[config.mk]
export PLATFORM = sky130hd
export DESIGN_NAME = pwm_duty_sched_flat
export DESIGN_NICKNAME = d
export VERILOG_FILES = /design/src/rtl/pwm_duty_sched_pkg.sv /design/src/rtl/pwm_duty_sched_if.sv /design/src/rtl/pwm_duty_sched_rr_arb.sv /design/src/rtl/pwm_duty_sched.sv /design/src/flat_wrapper.sv
export SDC_FILE = /design/constraint.sdc
export NUM_CORES = 1
export LEC_CHECK = 0
export ABC_AREA = 1
export CAP_MARGIN = 0
export CORE_MARGIN = 10
export CORE_UTILIZATION = 40
export DETAILED_ROUTE_END_ITERATION = 8
export GPL_TIMING_DRIVEN = 0
export PLACE_DENSITY = 0.73
export SLEW_MARGIN = 20
export SYNTH_ARGS = -nofsm -noshare
export SYNTH_HDL_FRONTEND = slang
export SYNTH_SLANG_ARGS = --single-unit
[constraint.sdc]
create_clock -name clk -period 2.3 [get_ports clk]
set_input_delay 0.46 -clock clk [delete_from_list [all_inputs] [get_ports clk]]
set_output_delay 0.46 -clock clk [all_outputs]
set_load 0.02 [all_outputs]
[src/rtl/pwm_duty_sched_pkg.sv]
// Shared types and constants for the PWM duty scheduler.
// Holds the FSM state encoding, duty width and the ramp step helper.
package pwm_pkg;

    localparam int DUTY_W   = 4;
    localparam int DUTY_MAX = 15;
    localparam int GIDX_W   = 2;

    typedef enum logic [1:0] {
        ST_IDLE = 2'd0,
        ST_ARB  = 2'd1,
        ST_LOAD = 2'd2,
        ST_RAMP = 2'd3
    } state_t;

    // One ramp step toward tgt; lands exactly on tgt when within one step.
    function automatic logic [DUTY_W-1:0] ramp_step(input logic [DUTY_W-1:0] cur,
                                                    input logic [DUTY_W-1:0] tgt,
                                                    input logic [DUTY_W-1:0] step);
        logic [DUTY_W-1:0] diff;
        if (tgt > cur) begin
            diff = tgt - cur;
            ramp_step = (diff <= step) ? tgt : cur + step;
        end else begin
            diff = cur - tgt;
            ramp_step = (diff <= step) ? tgt : cur - step;
        end
    endfunction

endpackage

[src/rtl/pwm_duty_sched_if.sv]
// Requester / PWM-generator side bundle of the duty scheduler.
// slave = scheduler view, master = requester/generator view.
interface pwm_duty_sched_if #(parameter int NREQ = 3);
    import pwm_pkg::*;

    logic [NREQ-1:0]        req;
    logic [DUTY_W*NREQ-1:0] req_duty;
    logic                   ramp_en;
    logic                   period_end;
    logic [NREQ-1:0]        gnt;
    logic [DUTY_W-1:0]      duty;
    logic                   busy;
    logic                   done;

    modport slave (
        input  req, req_duty, ramp_en, period_end,
        output gnt, duty, busy, done
    );

    modport master (
        output req, req_duty, ramp_en, period_end,
        input  gnt, duty, busy, done
    );

endinterface

[src/rtl/pwm_duty_sched_rr_arb.sv]
// Combinational round-robin picker: first set req bit at or after
// last_grant+1 (mod NREQ), returned one-hot.
module pwm_rr_arb
    import pwm_pkg::*;
#(
    parameter int NREQ = 3
) (
    input  logic [NREQ-1:0]   req,
    input  logic [GIDX_W-1:0] last_grant,
    output logic [NREQ-1:0]   winner
);

    int              idx;
    logic            found;
    logic [NREQ-1:0] mask;

    always_comb begin
        winner = '0;
        found  = 1'b0;
        idx    = 0;
        mask   = '0;
        for (int k = 1; k <= NREQ; k++) begin
            idx  = (int'(last_grant) + k) % NREQ;
            mask = NREQ'(1) << idx;
            if (!found && |(req & mask)) begin
                winner = mask;
                found  = 1'b1;
            end
        end
    end

endmodule

[src/rtl/pwm_duty_sched.sv]
// Duty scheduler: arbitrates duty-change requests and applies the winning
// duty to the PWM generator only on period boundaries, jumping or ramping.
//
// state   | meaning
// --------+-----------------------------------------------------------
// IDLE    | waiting for any request
// ARB     | grant pulse visible, target latched, pick LOAD or RAMP
// LOAD    | next period_end jumps duty to target
// RAMP    | each period_end moves duty STEP toward target
module pwm_duty_sched
    import pwm_pkg::*;
#(
    parameter int NREQ = 3,
    parameter int STEP = 1
) (
    input logic            clk,
    input logic            rst,
    pwm_duty_sched_if.slave bus
);

    state_t              state_q, state_d;
    logic [DUTY_W-1:0]   duty_q, duty_d;
    logic [DUTY_W-1:0]   target_q, target_d;
    logic [NREQ-1:0]     gnt_q, gnt_d;
    logic [GIDX_W-1:0]   last_q, last_d;
    logic                busy_q, busy_d;
    logic                done_q, done_d;

    logic [NREQ-1:0]     winner;
    logic [GIDX_W-1:0]   win_idx;
    logic [DUTY_W-1:0]   win_duty;
    logic [DUTY_W-1:0]   ramp_nxt;

    pwm_rr_arb #(.NREQ(NREQ)) u_arb (
        .req        (bus.req),
        .last_grant (last_q),
        .winner     (winner)
    );

    always_comb begin
        win_idx  = '0;
        win_duty = '0;
        for (int i = 0; i < NREQ; i++) begin
            if (winner[i]) begin
                win_idx  = GIDX_W'(i);
                win_duty = DUTY_W'(bus.req_duty >> (DUTY_W * i));
            end
        end
    end

    assign ramp_nxt = ramp_step(duty_q, target_q, DUTY_W'(STEP));

    // Arbitration is resolved on the IDLE->ARB edge so the grant flop is
    // already high during the ARB cycle.
    always_comb begin
        state_d  = state_q;
        duty_d   = duty_q;
        target_d = target_q;
        gnt_d    = '0;
        last_d   = last_q;
        done_d   = 1'b0;
        case (state_q)
            ST_IDLE: begin
                if (|bus.req) begin
                    state_d  = ST_ARB;
                    gnt_d    = winner;
                    target_d = win_duty;
                    last_d   = win_idx;
                end
            end
            ST_ARB: begin
                state_d = (bus.ramp_en && (target_q != duty_q)) ? ST_RAMP : ST_LOAD;
            end
            ST_LOAD: begin
                if (bus.period_end) begin
                    duty_d  = target_q;
                    done_d  = 1'b1;
                    state_d = ST_IDLE;
                end
            end
            ST_RAMP: begin
                if (bus.period_end) begin
                    duty_d = ramp_nxt;
                    if (ramp_nxt == target_q) begin
                        done_d  = 1'b1;
                        state_d = ST_IDLE;
                    end
                end
            end
            default: state_d = ST_IDLE;
        endcase
        busy_d = (state_d != ST_IDLE);
    end

    always_ff @(posedge clk or posedge rst) begin
        if (rst) begin
            state_q  <= ST_IDLE;
            duty_q   <= '0;
            target_q <= '0;
            gnt_q    <= '0;
            last_q   <= GIDX_W'(NREQ - 1);
            busy_q   <= 1'b0;
            done_q   <= 1'b0;
        end else begin
            state_q  <= state_d;
            duty_q   <= duty_d;
            target_q <= target_d;
            gnt_q    <= gnt_d;
            last_q   <= last_d;
            busy_q   <= busy_d;
            done_q   <= done_d;
        end
    end

    assign bus.gnt  = gnt_q;
    assign bus.duty = duty_q;
    assign bus.busy = busy_q;
    assign bus.done = done_q;

endmodule

[src/flat_wrapper.sv]
// flat-port wrapper written by rule: the top's interface ports become plain ports
module pwm_duty_sched_flat import pwm_pkg::*;
#(
    parameter int NREQ = 3,
    parameter int STEP = 1
)
  (clk, rst, bus_req, bus_req_duty, bus_ramp_en, bus_period_end, bus_gnt, bus_duty, bus_busy, bus_done);
  pwm_duty_sched_if #(.NREQ(NREQ)) bus_i ();
  input logic clk;
  input logic rst;
  input wire logic [$bits(bus_i.req)-1:0] bus_req;
  input wire logic [$bits(bus_i.req_duty)-1:0] bus_req_duty;
  input wire logic [$bits(bus_i.ramp_en)-1:0] bus_ramp_en;
  input wire logic [$bits(bus_i.period_end)-1:0] bus_period_end;
  output wire logic [$bits(bus_i.gnt)-1:0] bus_gnt;
  output wire logic [$bits(bus_i.duty)-1:0] bus_duty;
  output wire logic [$bits(bus_i.busy)-1:0] bus_busy;
  output wire logic [$bits(bus_i.done)-1:0] bus_done;
  assign bus_i.req = bus_req;
  assign bus_i.req_duty = bus_req_duty;
  assign bus_i.ramp_en = bus_ramp_en;
  assign bus_i.period_end = bus_period_end;
  assign bus_gnt = bus_i.gnt;
  assign bus_duty = bus_i.duty;
  assign bus_busy = bus_i.busy;
  assign bus_done = bus_i.done;
  pwm_duty_sched #(.NREQ(NREQ), .STEP(STEP)) u_core (.clk(clk), .rst(rst), .bus(bus_i));
endmodule
**Yosys cells after proc, flatten, opt, wreduce, memory -nomap -nowiden**

Cells that the tools add are included.

- Bits in registers: 17
- Input port bits: 19
- Output and inout bits: 9
- Word-level logic and storage cells: 75

- Add/subtract/negate cells: 7
- Div/mod/pow operators: 3
- Magnitude comparators: 3
- Eq/ne operators: 7
- Shift operators: 3
- Muxes and demuxes: 28
- Bitwise operators: 3
- Reduce and logical (&&, ||, !) cells: 14

Operators by type and width:

| kind | count |
|---|---|
| 32-bit by 3-bit modulo with 32-bit output (second input constant) | 3 |
| 1-bit by 32-bit << shifter with 3-bit output (first input constant) | 3 |
| 4-bit two-way mux | 8 |
| 3-bit two-way mux | 5 |
| 3-bit OR reduction | 4 |
| 2-bit two-way mux | 5 |
| 3-bit AND | 3 |
| 4-bit by 1-bit less-or-equal comparator with 1-bit output (second input constant) | 2 |
| 2-bit one-hot mux with 4 select lines | 1 |
| 4-bit one-hot mux with 2 select lines | 1 |
| 4-bit subtractor | 2 |
| 1-bit two-way mux | 7 |
| 2-bit by 2-bit adder with 3-bit output (second input constant) | 2 |
| 4-bit by 1-bit adder with 4-bit output (second input constant) | 1 |
| 2-bit equality test (second input constant) | 2 |
| 4-bit equality test | 1 |
| 4-bit > comparator | 1 |
| 2-bit != test (second input constant) | 2 |
| 4-bit != test | 1 |
| 2-bit nonzero test | 2 |
| 4-bit by 1-bit subtractor with 4-bit output (second input constant) | 1 |
| 2-bit by 1-bit adder with 3-bit output (second input constant) | 1 |
| 1-bit logical AND | 3 |
| 3-bit AND reduction | 1 |
| 5 further kinds | 6 |

**Logic depth before layout (Yosys ltp)**

- Depth after elaboration: 15
- Gate-level depth with buffers: 17
- Depth with buffers taken out: 17

**Modules after synthesis**

Synthesis repeated with hierarchy kept, for this count alone.

- Cells, all modules: 232
- Area, all modules: 1607.8 um^2

By module, submodules not included:

| module | instances | cells each | area an instance (um^2) | seq. area each (um^2) |
|---|---|---|---|---|
| pwm_duty_sched | 1 | 192 | 1393.8 | 426.7 |
| pwm_rr_arb | 1 | 40 | 214.0 | 0.0 |

**Worst setup path after synthesis**

No wires, ideal clock.

- Kind: reg-to-reg
- Start: register u_core.duty_q[0] (netlist: u_core.bus.duty[0])
- End: register u_core.busy_q (netlist: u_core.bus.busy)
- Setup time: 0.135 ns
- Data arrival time: 2.281 ns
- Required time: 2.165 ns
- Setup slack: -0.116 ns
- Cell stages (with the launch flop): 15
- Buffers on the path: 0
- Cells stage by stage: dfrtp_1 inv_1 ha_1 fa_1 nand2_1 nor2_4 nand3_4 o21ai_1 nand2_1 nand2_1 nand2_1 nand2_1 nand3_1 nand2_2 nand4_1

- Word-level cells in the longest chain between the ends: 9

Ends and longest elaborated chain:

| item | line | RTL |
|---|---|---|
| start: declaration | pwm_duty_sched.sv:22 | `logic [DUTY_W-1:0] duty_q, duty_d;` |
| start signal: assignment | pwm_duty_sched.sv:106 | `duty_q <= duty_d;` |
| 4-bit subtractor, on equally long branches | pwm_duty_sched_pkg.sv:25, pwm_duty_sched_pkg.sv:22 |  |
| 4-bit by 1-bit less-or-equal comparator with 1-bit output, on equally long branches | pwm_duty_sched_pkg.sv:26, pwm_duty_sched_pkg.sv:23 |  |
| 4-bit two-way mux, on equally long branches | pwm_duty_sched_pkg.sv:26, pwm_duty_sched_pkg.sv:23 |  |
| 4-bit two-way mux | pwm_duty_sched_pkg.sv:21 | `if (tgt > cur) begin` |
| 4-bit equality test | pwm_duty_sched.sv:84 | `if (ramp_nxt == target_q) begin` |
| 2-bit two-way mux | pwm_duty_sched.sv:84 |  |
| 2-bit two-way mux | pwm_duty_sched.sv:82 | `if (bus.period_end) begin` |
| 2-bit one-hot mux with 4 select lines (*) | pwm_duty_sched.sv:62 | `case (state_q)` |
| 2-bit nonzero test (*) | pwm_duty_sched.sv:92 | `busy_d = (state_d != ST_IDLE);` |
| net u_core.busy_d | pwm_duty_sched.sv:26 | `logic busy_q, busy_d;` |
| end signal: assignment | pwm_duty_sched.sv:110 | `busy_q <= busy_d;` |
| end: declaration | pwm_duty_sched.sv:26 |  |

The timed path passes the listed nets; every way through them passes the cells marked *.
A chain may end at the register's enable or synchronous reset.

**Final worst setup path**

- Start: register u_core.target_q[0]
- End: register u_core.busy_q (netlist: u_core.bus.busy)

- Word-level cells in the longest chain between the ends: 9

Ends and longest elaborated chain:

| item | line | RTL |
|---|---|---|
| start: declaration | pwm_duty_sched.sv:23 | `logic [DUTY_W-1:0] target_q, target_d;` |
| start signal: assignment | pwm_duty_sched.sv:107 | `target_q <= target_d;` |
| 4-bit subtractor, on equally long branches | pwm_duty_sched_pkg.sv:25, pwm_duty_sched_pkg.sv:22 |  |
| 4-bit by 1-bit less-or-equal comparator with 1-bit output, on equally long branches | pwm_duty_sched_pkg.sv:26, pwm_duty_sched_pkg.sv:23 |  |
| 4-bit two-way mux, on equally long branches | pwm_duty_sched_pkg.sv:26, pwm_duty_sched_pkg.sv:23 |  |
| 4-bit two-way mux | pwm_duty_sched_pkg.sv:21 |  |
| 4-bit equality test | pwm_duty_sched.sv:84 |  |
| 2-bit two-way mux | pwm_duty_sched.sv:84 |  |
| 2-bit two-way mux | pwm_duty_sched.sv:82 |  |
| 2-bit one-hot mux with 4 select lines (*) | pwm_duty_sched.sv:62 |  |
| 2-bit nonzero test (*) | pwm_duty_sched.sv:92 |  |
| net u_core.busy_d | pwm_duty_sched.sv:26 |  |

Marks and branches as above.

==> flow_metrics.py <==
metrics = {
    "yosys": {
        "syn_nets": 250,
        "syn_avg_cell_area_sq_um": 7.50,
        "synth_ff_type": "dfrtp_1",
        "syn_area_sq_mm": 0.00162,
        "synth-seq-cells": 17,
        "ys_warn_count": 0,
        "synth_area_leaders": "dfrtp_1 25%, nand2_1 12%, ha_1 10%",
        "synth_top_cell_by_area": "dfrtp_1",
        "synth_top_area_share_pct": 24.7,
        "yosysUniqueCellTypes": 33,
        "synth_edf_count": 0,
        "synthCells": 216,
        "ys_seq_area_share_pct": 26.3,
        "ys_async_sr_fraction_pct": 100,
    },
    "sta": {
        "fin_crit_sh_pct": 102,
        "fin_ws_ns": -0.0382,
        "skew_ns": 0.000644,
        "setup_violations": 4,
        "rsz0062_at_grt": "yes",
        "fin_hold_ws_ns": 0.552,
        "final-max-slew-violation-count": 0,
        "slew_headroom_pct": 58.3,
        "period_minus_slack_ns": 2.34,
        "fmax_ghz": 0.428,
        "max_slew.worst_pin.slew_ns": 0.624,
        "hold_viol_final": 0,
    },
    "setup_path": {
        "critPathSlowestCell": "fa_2",
        "worst-path-max-fanout": 6,
        "crit_type": "reg -> reg",
        "crit_top_cell": "nand2_2",
        "worst-path-buf-inv": 0,
        "crit_chain": "ha_4 -> fa_2 -> nand2_2 -> nor2_4 -> nand3_4 -> nand2_2 -> nand3_2 -> nand3_2 -> nand2_1 -> nor2_1 -> nand3_1 -> nand2_2 -> nand4_1",
        "critical_path.max_stage_delay_ns": 0.53,
        "crit_path_start_kind": "flop",
        "crit_path_end_kind": "flop",
        "ff2ff_setup_slack_ns": -0.04,
        "cp.arrival_ns": 2.46,
        "worstPathRequired_ns": 2.42,
        "path_delay_family": "simple AND/OR/NAND/NOR gates",
    },
    "global_route": {
        "grt_max_degree": 18,
        "grtUsageMet1_pct": 13.9,
        "gr-total-overflow": 0,
        "grt_use_total_pct": 11.4,
        "busiest_layer": "met2",
        "met2_usage_pct": 19.4,
        "antenna_found_initial": 0,
        "first_global_vias": 1527,
        "grt_pass1_wl_um": 6920,
        "grtUsageMet3_pct": 2.25,
    },
    "routing": {
        "firstDrtPassIters": 5,
        "drc": 0,
        "via_per_inst": 5.10,
        "final_antenna_net_count": 0,
        "avgRoutedWirePerCell_um": 13.4,
        "num_vias": 1608,
        "drtIter0Drc": 198,
        "wl_um": 4210,
    },
    "placed_design": {
        "dp_hpwl_um": 3120,
        "dp_cells": 293,
        "io_buffer_count": 27,
        "placedInstanceArea_sq_mm": 0.00195,
        "place_congestion": 0.897,
    },
    "layout": {
        "final_area_sq_mm": 0.00223,
        "layout.cells.non_filler": 315,
        "drive_above_1_share_pct": 28.3,
        "mostFrequentLayoutCell": "nand2_1",
        "num_antenna_cells": 0,
        "nets": 300,
        "final_util_pct": 56.1,
        "syn_to_final_growth_pct": 37.5,
        "final_cell_mix": "47 x nand2_1, 27 x clkdlybuf4s50_1, 21 x inv_1",
    },
    "hold_path": {
        "min_path_type": "reg -> reg",
    },
    "die": {
        "fp.dieW_um": 83.6,
        "start_util_pct": 40.8,
        "rows": 23,
        "fp.dieH_um": 83.6,
        "core-area_sq_mm": 0.00397,
        "io_pins": 28,
        "floorplan.die_area_sq_mm": 0.00700,
    },
    "clock_tree": {
        "cts_buffers": 3,
        "cts_tree": "done",
        "path_clk_slew_ns": 0.06,
        "numClockSinks": 17,
        "clk_latency_ns": 0.25,
        "clockRootBuffer": "clkbuf_8",
        "hold_buffers": 0,
        "clockBufferDepth": 2,
        "cts_max_level": 1,
    },
    "run_status": {
        "run_status": "finished, violations left",
        "violations": "setup timing",
    },
    "job": {
        "maxCapViolCount": 0,
    },
}
## final timing paths
path / from / to / cells past startpoint
max: u_core.target_q[0] / u_core.bus.busy / 13
min: u_core.last_q[1] / u_core.last_q[1] / 2
max reg2reg: u_core.target_q[0] / u_core.bus.busy / 13
min reg2reg: u_core.last_q[1] / u_core.last_q[1] / 2
max in group asynchronous: rst / u_core.bus.duty[0] / 2
min in group asynchronous: rst / u_core.bus.busy / 2
## synth_stat cells (all sizes together) (2+ instances only)
master and instances:
ha 13, nand4 6, inv 26, nor2 10, nand2 62, a21oi 9
nand3 33, o22ai 6, dfrtp 16, a31oi 4, fa 2, o21ai 15
xor2 5
## area by class of cell
cell class / instances / area, sq um
fill: 382 / 1740
multi-input combinational: 171 / 1160
sequential: 17 / 432
timing repair buffer: 45 / 405
inverter: 26 / 103
tap: 50 / 62.6
clock buffer: 3 / 41.3
buffer: 2 / 15.0
clock inverter: 1 / 5.00
## logic make-up after synthesis
family | Yosys count | synth area share [%]
flops | 17 | 26.3
fa+ha+maj | 15 | 12.5
simple gates | 112 | 35.5
buf+inv | 28 | 6.95
xor+xnor | 5 | 3.17
compound gates | 39 | 15.5
## worst register-to-register path: stages (launching register included)
cell	delay, ns
dfrtp_2	0.45
ha_4	0.18
fa_2	0.53
nand2_2	0.07
nor2_4	0.15
nand3_4	0.14
nand2_2	0.09
nand3_2	0.08
nand3_2	0.09
nand2_1	0.06
nor2_1	0.09
nand3_1	0.09
nand2_2	0.10
nand4_1	0.07
## through the flow
step           TNS, ns  worst slack [ns]
2_1_floorplan        0            0.0357
3_3_place_gp     -1.02            -0.255
3_5_place_dp    -0.978            -0.246
4_1_cts              0          0.000597
5_1_grt         -0.812            -0.196
6_report        -0.101           -0.0382
## routing by layer
layer  share of wire, %  routed length, um
met1                 44               1860
met2                 49               2060
met3                6.4                268
met4               0.64                 27
met5                  0                  0
## state kept, by name, indices dropped and copies added, names as in the netlist
register         flops
u_core.last_q        2
u_core.bus.done      1
u_core.target_q      4
u_core.bus.busy      1
u_core.bus.duty      4
u_core.bus.gnt       3
u_core.state_q       2
## repair_timing
action                                  4_1_cts  5_1_grt
gates resized for setup                      23        7
buffers inserted                              9        9
pin swaps                                     7        7
endpoints found under the setup margin        5        9
Power is not shown: default switching activity piles up to over one toggle a cycle in this logic, so the estimate is an artifact.
==> patch 1: new RTL, same flow settings <==
The package constant `DUTY_W` goes from 4 to 6.
--- a/src/rtl/pwm_duty_sched_pkg.sv
+++ b/src/rtl/pwm_duty_sched_pkg.sv
@@ -3,5 +3,5 @@
 package pwm_pkg;
 
-    localparam int DUTY_W   = 4;
+    localparam int DUTY_W   = 6;
     localparam int DUTY_MAX = 15;
     localparam int GIDX_W   = 2;
Ports: changed (resized bus_duty and bus_req_duty); port bits go from 28 to 36. No check against the original RTL was run, so the function may have changed too.
==> patch 1 against the unedited design <==
Sequential cell count increased by 4. Via count increased by 62%. Setup slack got worse by 0.44 ns. The run still ends with setup timing left. Final area up 49%. First-iteration DRC count increased by 4.5%. Clock skew rose by 0.0030 ns. Area after synthesis up 46%. Core utilization up 2.9 points. Non-clock buffer count is 21 higher. Routed wire length increased by 70%.
Power is left out: the tool's default activity adds up to more than one toggle a clock period on the data nets, which glitch-free logic cannot reach.
==> patch 1: results <==
set metrics [dict create \
    synth-adder-area-share_pct 10.7 \
    synth_xor_area_share_pct 2.96 \
    place_area_um2 2830 \
    vias 2600 \
    synth.distinct_cells 37 \
    dr_wl_met2_um 3390 \
    nFillCells 503 \
    clk_latency_ns 0.27 \
    syn_nets 391 \
    grt.met3_usage_pct 2.06 \
    met1Wirelength_um 3200 \
    port_buffers 35 \
    crit_fanout 5 \
    ys_top_cells_by_area "dfrtp_1 21%, nand3_1 13%, nand2_1 12%" \
    fin_setup_tns_ns -2.71 \
    clkTransAtPathRegs_ns 0.08 \
    hpwlAfterDp_um 4930 \
    grt_usage_pct 13.6 \
    finClkSkew_ns 0.00362 \
    pre_cts_ws_ns -0.608 \
    grt_use_met1_pct 16.8 \
    netlist_top_cells_count "75 x nand2_1, 63 x nand3_1, 49 x inv_1, 20 x dfrtp_1, 17 x ha_1" \
    drt_iter0_drc 207 \
    finalWeightedCongestion 0.908 \
    met2_usage_pct 23.7 \
    setup_viol 10 \
    avgSynthCellArea_um2 6.83 \
    grt_pass1_vias 2441 \
    violations "setup timing" \
    grt_max_degree 22 \
    yosysSeqAreaShare_pct 22.2 \
    drive_gt1_share_pct 28.9 \
    nets 460 \
    tightest_slew_ns 0.782 \
    synth_compound_area_share_pct 14.8 \
    finalWorstSetupSlack_ns -0.474 \
    crit_cells 18 \
    arrival_ns 2.93 \
    post_drt_wl_per_cell_um 14.7 \
    outcome "finished with violations" \
]
[patch 1: changes by cell type after synthesis, sizes merged, moves of 4 or more]
cell / before / now
a21oi: 9 / 17
dfrtp: 16 / 20
ha: 13 / 17
inv: 26 / 53
nand2: 62 / 89
nand3: 33 / 67
nand4: 6 / 2
nor2: 10 / 20
o211ai: 1 / 7
o31ai: 1 / 7
[patch 1: cell type report]
| cell class | count | area share (%) |
|---|---|---|
| Buffer | 7 | 1.81 |
| Clock buffer | 3 | 1.24 |
| Clock inverter | 1 | 0.150 |
| Inverter | 54 | 6.28 |
| Multi-Input combinational cell | 268 | 54.3 |
| Sequential cell | 21 | 16.0 |
| Tap cell | 72 | 2.71 |
| Timing Repair Buffer | 61 | 17.5 |
[patch 1: repair_timing]
| item | in CTS | in global routing |
|---|---|---|
| pin swaps | 7 | 18 |
| endpoints found under the hold margin | 0 | 0 |
| gates resized for setup | 21 | 39 |
| setup endpoints to repair | 16 | 19 |
| setup buffers | 20 | 6 |
| cloned | 2 | 1 |
==> patch 2: new RTL, same settings <==
Without the edit above. Re-encode `state_t` (4 states) as one-hot, 4 bits wide.
--- a/src/rtl/pwm_duty_sched_pkg.sv
+++ b/src/rtl/pwm_duty_sched_pkg.sv
@@ -7,9 +7,9 @@
     localparam int GIDX_W   = 2;
 
-    typedef enum logic [1:0] {
-        ST_IDLE = 2'd0,
-        ST_ARB  = 2'd1,
-        ST_LOAD = 2'd2,
-        ST_RAMP = 2'd3
+    typedef enum logic [3:0] {
+        ST_IDLE = 4'b0001,
+        ST_ARB  = 4'b0010,
+        ST_LOAD = 4'b0100,
+        ST_RAMP = 4'b1000
     } state_t;
 
Behaviour: no difference found for any inputs over 4 cycles, from zero or initial values and one cycle with rst high; so few cycles prove little.
==> patch 2 against the unedited design <==
The run still ends with setup timing left. Hold slack gained 0.017 ns. Final area grew 11%. Critical path type unchanged. Setup slack worse by 0.035 ns. Die area is 9.8% higher. Via count increased by 14%. Routed wire length is 14% higher. First-iteration DRC count is 36% lower. Sequential cell count up 2. Sequential share of layout area up 0.22 points. Critical endpoint unchanged. Highest routed layer unchanged. Critical path depth unchanged. Area after synthesis up 13%.
Power is not shown: default switching activity piles up to over one toggle a cycle in this logic, so the estimate is an artifact.
==> patch 2: results <==
set metrics [dict create \
    drt_iter0_drc 126 \
    grt_pass1_vias 1745 \
    finClkSkew_ns 0.00133 \
    violations "setup timing" \
    arrival_ns 2.51 \
    synth.distinct_cells 31 \
    dr.max_layer_used "met4" \
    vias 1832 \
    ys_top_cells_by_area "dfrtp_1 23%, nand2_1 12%, ha_1 8.9%" \
    finalNonFillerCells 352 \
    cts_buffers 3 \
    whs_path_depth 2 \
    place_inst 331 \
    netlist_top_cells_count "57 x nand2_1, 32 x inv_1, 32 x nand3_1, 24 x nor2_1, 17 x dfrtp_1" \
    grt_pass1_wl_um 7850 \
    finalWorstSetupSlack_ns -0.0730 \
    slew_headroom_pct 53.7 \
    async_reset_ff_share_pct 100 \
    outcome "finished with violations" \
    grt_max_degree 20 \
    dr_wl_met2_um 2320 \
    pre_cts_ws_ns -0.147 \
    met2_usage_pct 19.5 \
    hpwlAfterDp_um 3500 \
    post_drt_wl_per_cell_um 13.7 \
    setup_viol 3 \
    drive_gt1_share_pct 27.7 \
    dr.pass1.iters 4 \
    grt_use_met1_pct 15.3 \
    place_area_um2 2170 \
    yosysSeqAreaShare_pct 26.1 \
    nets 335 \
    met1Wirelength_um 2120 \
    grt_usage_pct 12.0 \
    hold_ws_ns 0.569 \
    syn_nets 286 \
    grt.met3_usage_pct 2.69 \
]
patch 2: changes by cell type in the layout (fill, tap and decap cells not counted), moves of 3 or more:
cell and delta:
clkinvlp_4 +3, a31oi_1 -4, nor3_1 +3, nand2_1 +6, o21ai_0 -3, inv_1 +6, nand2_2 -4, buf_4 -4
nor2_1 +14, nand3_1 +7
patch 2: final cells by class:
class,count,area (um2)
plain buffers,2,15.0
clock buffers,4,45.0
fillers,416,1910
inverters,35,141
multi-input cells,196,1320
flip-flops and latches,19,484
well taps,52,65.1
repair buffers,43,398
repair inverters,1,7.51
patch 2: cell families (layout without fill, tap and decap cells):
group	after synthesis	after routing	synth area share [%]
compound gates	27	27	9.91
xor+xnor	5	5	2.80
fa+ha+maj	15	15	11.1
buf+inv	37	85	8.00
flops	19	19	26.1
simple gates	149	149	42.1
patch 2: repair_timing:
action / 4_1_cts / 5_1_grt
gates resized for setup: 13 / 24
buffers inserted: 9 / 7
endpoints found under the setup margin: 4 / 9
pin swaps: 4 / 15
gates cloned: 0 / 1
